<file path="src/rtl/serial_mag_cmp.sv">
// serial_mag_cmp: bit-serial, LSB-first magnitude comparator.
// One operand bit pair is examined per clock. A differing bit overrides
// the working flag, so the most significant difference decides the result.
// gt/eq/lt are registered, exactly one-hot after the first result, and
// hold their value until the edge that raises done.
//
// Optional feature: define SIGNED_CMP_EN for two's-complement comparison.
// In that build the sign bit carries inverted weight. Latency and
// handshake are the same as in the unsigned build.
//
// Handshake: start is sampled only while busy=0. The accepting edge
// captures A/B. busy stays high for WIDTH cycles. done pulses for one
// cycle on the edge that updates gt/eq/lt. start in the done cycle is
// accepted, so back-to-back comparisons run with a WIDTH+1 cycle period.
module serial_mag_cmp #(
  parameter int WIDTH = 32
) (
  input  logic             clk,
  input  logic             rst_n,
  input  logic             start,
  input  logic [WIDTH-1:0] A,
  input  logic [WIDTH-1:0] B,
  output logic             busy,
  output logic             done,
  output logic             gt,
  output logic             eq,
  output logic             lt
);

  localparam int CW = $clog2(WIDTH);
  localparam logic [CW-1:0] LAST = CW'(WIDTH - 1);

  typedef enum logic { S_IDLE = 1'b0, S_SHIFT = 1'b1 } state_t;
  typedef enum logic [1:0] { F_EQ = 2'd0, F_GT = 2'd1, F_LT = 2'd2 } flag_t;

  state_t           state_q, state_d;
  flag_t            flag_q, flag_d;
  flag_t            next_flag;
  logic [WIDTH-1:0] sha_q, sha_d;
  logic [WIDTH-1:0] shb_q, shb_d;
  logic [CW-1:0]    cnt_q, cnt_d;
  logic             busy_q, busy_d;
  logic             done_q, done_d;
  logic             gt_q, gt_d;
  logic             eq_q, eq_d;
  logic             lt_q, lt_d;
  logic             bit_a, bit_b;
  logic             last_bit;

  // Per-bit flag update: a differing bit overrides; the sign bit is inverted in signed mode
  always_comb begin
    bit_a     = sha_q[0];
    bit_b     = shb_q[0];
    last_bit  = (cnt_q == LAST);
    next_flag = flag_q;
    if (bit_a && !bit_b) begin
      next_flag = F_GT;
    end else if (!bit_a && bit_b) begin
      next_flag = F_LT;
    end
`ifdef SIGNED_CMP_EN
    if (last_bit && (bit_a != bit_b)) begin
      next_flag = bit_a ? F_LT : F_GT;
    end
`else
`endif
  end

  // Next-state and datapath: load on accept, shift one bit per cycle, publish on last bit
  always_comb begin
    state_d = state_q;
    flag_d  = flag_q;
    sha_d   = sha_q;
    shb_d   = shb_q;
    cnt_d   = cnt_q;
    busy_d  = busy_q;
    done_d  = 1'b0;
    gt_d    = gt_q;
    eq_d    = eq_q;
    lt_d    = lt_q;
    case (state_q)
      S_IDLE: begin
        if (start) begin
          sha_d   = A;
          shb_d   = B;
          cnt_d   = '0;
          flag_d  = F_EQ;
          busy_d  = 1'b1;
          state_d = S_SHIFT;
        end
      end
      S_SHIFT: begin
        flag_d = next_flag;
        sha_d  = sha_q >> 1;
        shb_d  = shb_q >> 1;
        cnt_d  = cnt_q + 1'b1;
        if (last_bit) begin
          gt_d    = (next_flag == F_GT);
          eq_d    = (next_flag == F_EQ);
          lt_d    = (next_flag == F_LT);
          done_d  = 1'b1;
          busy_d  = 1'b0;
          state_d = S_IDLE;
        end
      end
      default: begin
        state_d = S_IDLE;
        busy_d  = 1'b0;
      end
    endcase
  end

  // State and datapath registers; asynchronous reset abandons any comparison in flight
  always_ff @(posedge clk or negedge rst_n) begin
    if (!rst_n) begin
      state_q <= S_IDLE;
      flag_q  <= F_EQ;
      sha_q   <= '0;
      shb_q   <= '0;
      cnt_q   <= '0;
      busy_q  <= 1'b0;
      done_q  <= 1'b0;
      gt_q    <= 1'b0;
      eq_q    <= 1'b0;
      lt_q    <= 1'b0;
    end else begin
      state_q <= state_d;
      flag_q  <= flag_d;
      sha_q   <= sha_d;
      shb_q   <= shb_d;
      cnt_q   <= cnt_d;
      busy_q  <= busy_d;
      done_q  <= done_d;
      gt_q    <= gt_d;
      eq_q    <= eq_d;
      lt_q    <= lt_d;
    end
  end

  assign busy = busy_q;
  assign done = done_q;
  assign gt   = gt_q;
  assign eq   = eq_q;
  assign lt   = lt_q;

endmodule

</file>
<file path="config.mk">
export PLATFORM = sky130hd
export DESIGN_NAME = serial_mag_cmp
export DESIGN_NICKNAME = d
export VERILOG_FILES = /design/src/rtl/serial_mag_cmp.sv
export SDC_FILE = /design/constraint.sdc
export NUM_CORES = 1
export LEC_CHECK = 0
export CORE_MARGIN = 4
export CORE_UTILIZATION = 55
export CTS_CLUSTER_DIAMETER = 30
export CTS_CLUSTER_SIZE = 25
export DETAILED_ROUTE_END_ITERATION = 8
export PLACE_DENSITY = 0.95
export SKIP_CTS_REPAIR_TIMING = 1
export SYNTH_ARGS = -nofsm -noshare
export SYNTH_HDL_FRONTEND = slang
export SYNTH_SLANG_ARGS = --single-unit
</file>
<file path="constraint.sdc">
create_clock -name clk -period 3.07 [get_ports clk]
set_input_delay 0.4605 -clock clk [delete_from_list [all_inputs] [get_ports clk]]
set_output_delay 0.4605 -clock clk [all_outputs]
set_load 0.01 [all_outputs]
</file>
=== Yosys cells after proc, flatten, opt, wreduce, memory -nomap -nowiden ===
Cells that the tools add are included.

* Add/sub/neg operators: 1
* Equal/unequal tests: 5
* Multiplexer cells: 18
* Bitwise logic cells: 1
* Reductions and logical operators: 7

{| class="wikitable"
|+ Operators by type and width
! cell !! number
|-
| one-hot mux 32 bit (2 select lines) || 2
|-
| 2-to-1 mux 32 bit || 2
|-
| one-hot mux 5 bit (2 select lines) || 1
|-
| 2-to-1 mux 1 bit || 6
|-
| 2-to-1 mux 2 bit || 3
|-
| adder 5 x 1 -> 5 bit (second input constant) || 1
|-
| equality test 5 bit (second input constant) || 1
|-
| 2-to-1 mux 5 bit || 1
|-
| one-hot mux 1 bit (2 select lines) || 2
|-
| one-hot mux 2 bit (2 select lines) || 1
|-
| AND reduction 2 bit || 2
|-
| equality test 2 x 1 -> 1 bit (second input constant) || 1
|-
| equality test 2 bit (second input constant) || 1
|-
| logical AND 1 bit || 2
|-
| logical NOT 1 bit || 2
|-
| logical NOT 2 bit || 1
|-
| inequality test 2 x 1 -> 1 bit (second input constant) || 1
|-
| inequality test 2 bit (second input constant) || 1
|-
| NOT 1 bit || 1
|}

* Register bits: 77
* Input port bits: 67
* Output and inout bits: 5
* Word-level logic and storage cells: 42

=== Logic depth before layout (Yosys ltp) ===
* Word-level depth: 5
* Depth in mapped cells: 6
* Gate-level depth less buffers: 6

=== Worst setup path before layout ===
OpenSTA, ideal clock, no wires.

* Kind: register -> register
* Start point: register cnt_q[0]
* End point: register lt_q (netlist: lt)
* Library setup time: 0.118 ns
* Arrival: 1.320 ns
* Data required time: 2.952 ns
* Slack: 1.632 ns
* Stages on the path, launching flop included: 7
* Clock period less this slack: 1.438 ns
* Cells stage by stage: dfrtp_1 -> ha_1 -> and3_1 -> ha_1 -> nand2_1 -> a221oi_1 -> a21o_1

* Word-level cells in the longest chain between the ends: 2

{| class="wikitable"
|+ Ends and longest elaborated chain
! element !! line !! text
|-
| start: declaration || 41 || <nowiki>logic [CW-1:0] cnt_q, cnt_d;</nowiki>
|-
| start signal: assignment || 131 || <nowiki>cnt_q <= cnt_d;</nowiki>
|-
| equality test 5 bit || 54 || <nowiki>last_bit = (cnt_q == LAST);</nowiki>
|-
| AND reduction 2 bit (no line) || - ||
|-
| end signal: assignment || 136 || <nowiki>lt_q <= lt_d;</nowiki>
|-
| end: declaration || 46 || <nowiki>logic lt_q, lt_d;</nowiki>
|}

Every way passes these cells.
A chain may end at the register's enable or synchronous reset.

=== Final worst setup path ===
* Start point: register state_q
* End point: register sha_q[25]

* Word-level cells in the longest chain between the ends: 2
* Elaborated cells between the ends (all ways): 3
* Classes of those cells: 1 x eq/ne; 1 x mux; 1 x bitwise

{| class="wikitable"
|+ Ends and longest elaborated chain
! element !! line !! text
|-
| start: declaration || 36 || <nowiki>state_t state_q, state_d;</nowiki>
|-
| start signal: assignment || 127 || <nowiki>state_q <= state_d;</nowiki>
|-
| NOT 1 bit || - ||
|-
| one-hot mux 32 bit (2 select lines) or inequality test 2 bit (tied branches) || - ||
|-
| end signal: assignment || 118 || <nowiki>sha_q <= '0;</nowiki>
|-
| end signal: assignment || 129 || <nowiki>sha_q <= sha_d;</nowiki>
|-
| end: declaration || 39 || <nowiki>logic [WIDTH-1:0] sha_q, sha_d;</nowiki>
|}

Several ways; a longest one is shown, not always the timed one.

==> metrics.md <==
| Metric | Value |
|---|---|
| First-pass GRT wire length | 11300 um |
| Largest net degree at the start of global routing | 87 |
| Synth Register Bits | 77 |
| Die Wd | 88.5 um |
| Power density over the cells | 769 nW/um^2 |
| Mapped cell area | 3560 sq um |
| Area added between synthesis and finish | 26.3% |
| Max-slew violation count | 0 |
| Switching share of power | 30.3% |
| Vias per inst | 5.36 |
| Initial antenna violation count | 0 |
| Clock Tree Buf Depth | 2 |
| Area leader, netlist | dfrtp_1 |
| Gpl congestion | 0.731 |
| Max frequency | 567 MHz |
| Critical path's slowest cell | dfrtp_4 |
| CTS tree | done |
| Total congestion overflow | 0 |
| Seq pwr share | 48.6% |
| Nets@finish | 465 |
| Worst EP required | 3.27 ns |
| CTS H-tree depth | 3 |
| Tot GR Track Use | 18.5% |
| Worst path top cell family by delay | flip-flops |
| Slew @ Worst Pin | 0.954 ns |
| Yosys warnings | 0 |
| Commonest non-fill, non-tap cells in the layout | dfrtp_1, clkdlybuf4s50_1, nand2_1, mux2i_1, o21ai_0 |
| Setup TNS | 0 ns |
| Clk pin slew, worst setup/hold paths | 0.08 ns |
| Post-DP HPWL | 4450 um |
| Drt first pass iters | 4 |
| Vias in the first global route | 2498 |
| Clk Latency, worst-skew pair | 0.34 ns |
| Drt drc | 0 |
| Cell Int Power | 0.00241 W |
| Peak fanout along the critical path | 86 |
| P_leak | 2.13 nW |
| Max-cap violations | 0 |
| Starting Density | 56.4% |
| I/O pins | 72 |
| CP Class | flip-flop to flip-flop |
| Ranking of synthesized cells by area | dfrtp_1, mux2i_1, o21ai_0 |
| Rel. slew slack | 36.4% |
| Root Buffer | clkbuf_8 |
| Net Switching | 0.00105 W |
| Count of final setup violators | 0 |
| Clock power share | 27.5% |
| Placed cell area | 4240 sq um |
| Status | finished clean |
| Final worst path period share | 57.5% |
| CP Cell Sequence | buf_4 > o21ai_0 |
| Netlist cell types | 28 |
| Fillers | 487 |
| Crit path launch type | flip-flop |
| # diodes | 0 |
| Die height | 88.5 um |
| Mapped Avg Cell Area | 10.7 sq um |
| DRT Wirelength | 6840 um |
| CP endpoint kind | flip-flop |
| CTS Sinks | 77 |
| Crit path arrival time | 1.96 ns |
| Crit path time final | 1.76 ns |
| Post-route ant nets | 0 |
| Vias | 2555 |
| Total core area | 6310 sq um |
| Die area | 7820 sq um |
| Routed WL per cell | 14.3 um |
| Final Hold Violating Endpoints | 0 |
| Worst path bufs/invs | 1 |
| Yosys top cell area share | 54.1% |
| Finished Cell Area | 4500 sq um |
| Mapped Nets | 404 |
| Most common cell after layout, fill and taps aside | dfrtp_1 |
| R2R setup slack | 1.31 ns |
| Final Skew | 0.00788 ns |
| CTS buffer count | 9 |
| Port bufs | 71 |
| Syn Inst Count | 334 |
| Peak VDD IR | 448 uV |
| Crit-path max cell delay | 0.91 ns |
| Min-delay worst type | input pin to asynchronous set/reset pin |
| Row count | 29 |
| Layout cell share with drive strength beyond 1 | 5.75% |
| Gate power share | 23.9% |
| Initial DRC Count | 100 |
| RSZ-0062 raised after global routing | false |
| Sequential element share of the synthesized area | 54.1% |
## cell usage after synthesis
cell and n:
nor3b_1 1, a21o_1 2, a221oi_1 1, o22ai_1 1, xor2_1 2, maj3_2 1
and3_1 1, ha_1 3, buf_6 7, mux2i_1 65, nand2_1 68, o21ai_0 65
inv_2 1, o41ai_1 1, nor2_1 6, nand3b_1 1, a22o_1 3, nand3_1 1
buf_4 1, buf_2 9, o31ai_1 1, xnor2_1 1, nand2b_1 4, clkbuf_1 6
inv_1 3, a21oi_1 1, dfrtp_1 77, a31oi_1 1
## routing by layer
layer	global-route usage [%]	wire, um
met5	0	0
met4	8.79	125
met3	2.89	284
met2	30.3	3380
met1	24.3	3050
## path summary, 6_finish.rpt
path,start,endpoint,cells after the start
max,state_q,sha_q[25],2
min,rst_n,sha_q[5],1
max reg2reg,state_q,sha_q[25],2
min reg2reg,lt,lt,1
max in group asynchronous,rst_n,state_q,1
min in group clk,lt,lt,1
## flip-flops by register name, summed over array words and instances (netlist names), 2 cells and up
name and flops:
cnt_q 5, flag_q 2, sha_q 32, shb_q 32
## layout make-up
class | instances | area (sq um) | share of cell area (%)
flip-flops and latches | 77 | 1930 | 42.9
clock buffers | 11 | 151 | 3.37
clock inverters | 5 | 106 | 2.37
repair buffers | 73 | 733 | 16.3
well taps | 77 | 96.3 | 2.14
multi-input cells | 230 | 1460 | 32.6
inverters | 4 | 15.0 | 0.334
## kinds of logic after synthesis
family	Yosys count	share of synthesized area, %
AND/OR/NAND/NOR	82	9.24
flip-flops	77	54.1
AO/OA/AOI/OAI	76	11.5
buffers and inverters	27	4.75
XOR/XNOR	3	0.738
multiplexers	65	18.3
adder cells (fa/ha/maj)	4	1.37
## power by group through the flow
| stage | Clock [W] | Sequential, W | Combinational (W) |
|---|---|---|---|
| finish | 0.000952 | 0.00168 | 0.000825 |
| floorplan | 0 | 0.00158 | 0.000629 |
| detailed placement | 0 | 0.00169 | 0.000832 |
| global route | 0.00102 | 0.00173 | 0.000951 |
| global placement | 0 | 0.00166 | 0.000778 |
| CTS | 0.000972 | 0.00168 | 0.000842 |
## stage by stage
stage / hold slack, ns / util, % / total power, W / worst slack [ns] / cells
after floorplan: 0.165 / - / 0.00221 / 1.63 / 334
after global placement: 0.461 / 67.1 / 0.00244 / 1.37 / 461
after detailed placement: 0.470 / 67.1 / 0.00252 / 1.31 / 461
after CTS: 0.299 / 71.2 / 0.00349 / 1.30 / 477
after global routing: 0.364 / 71.2 / 0.00370 / 1.12 / 477
final: 0.263 / 71.2 / 0.00346 / 1.31 / 477
Note: power is estimated with default switching activity, not from simulation.
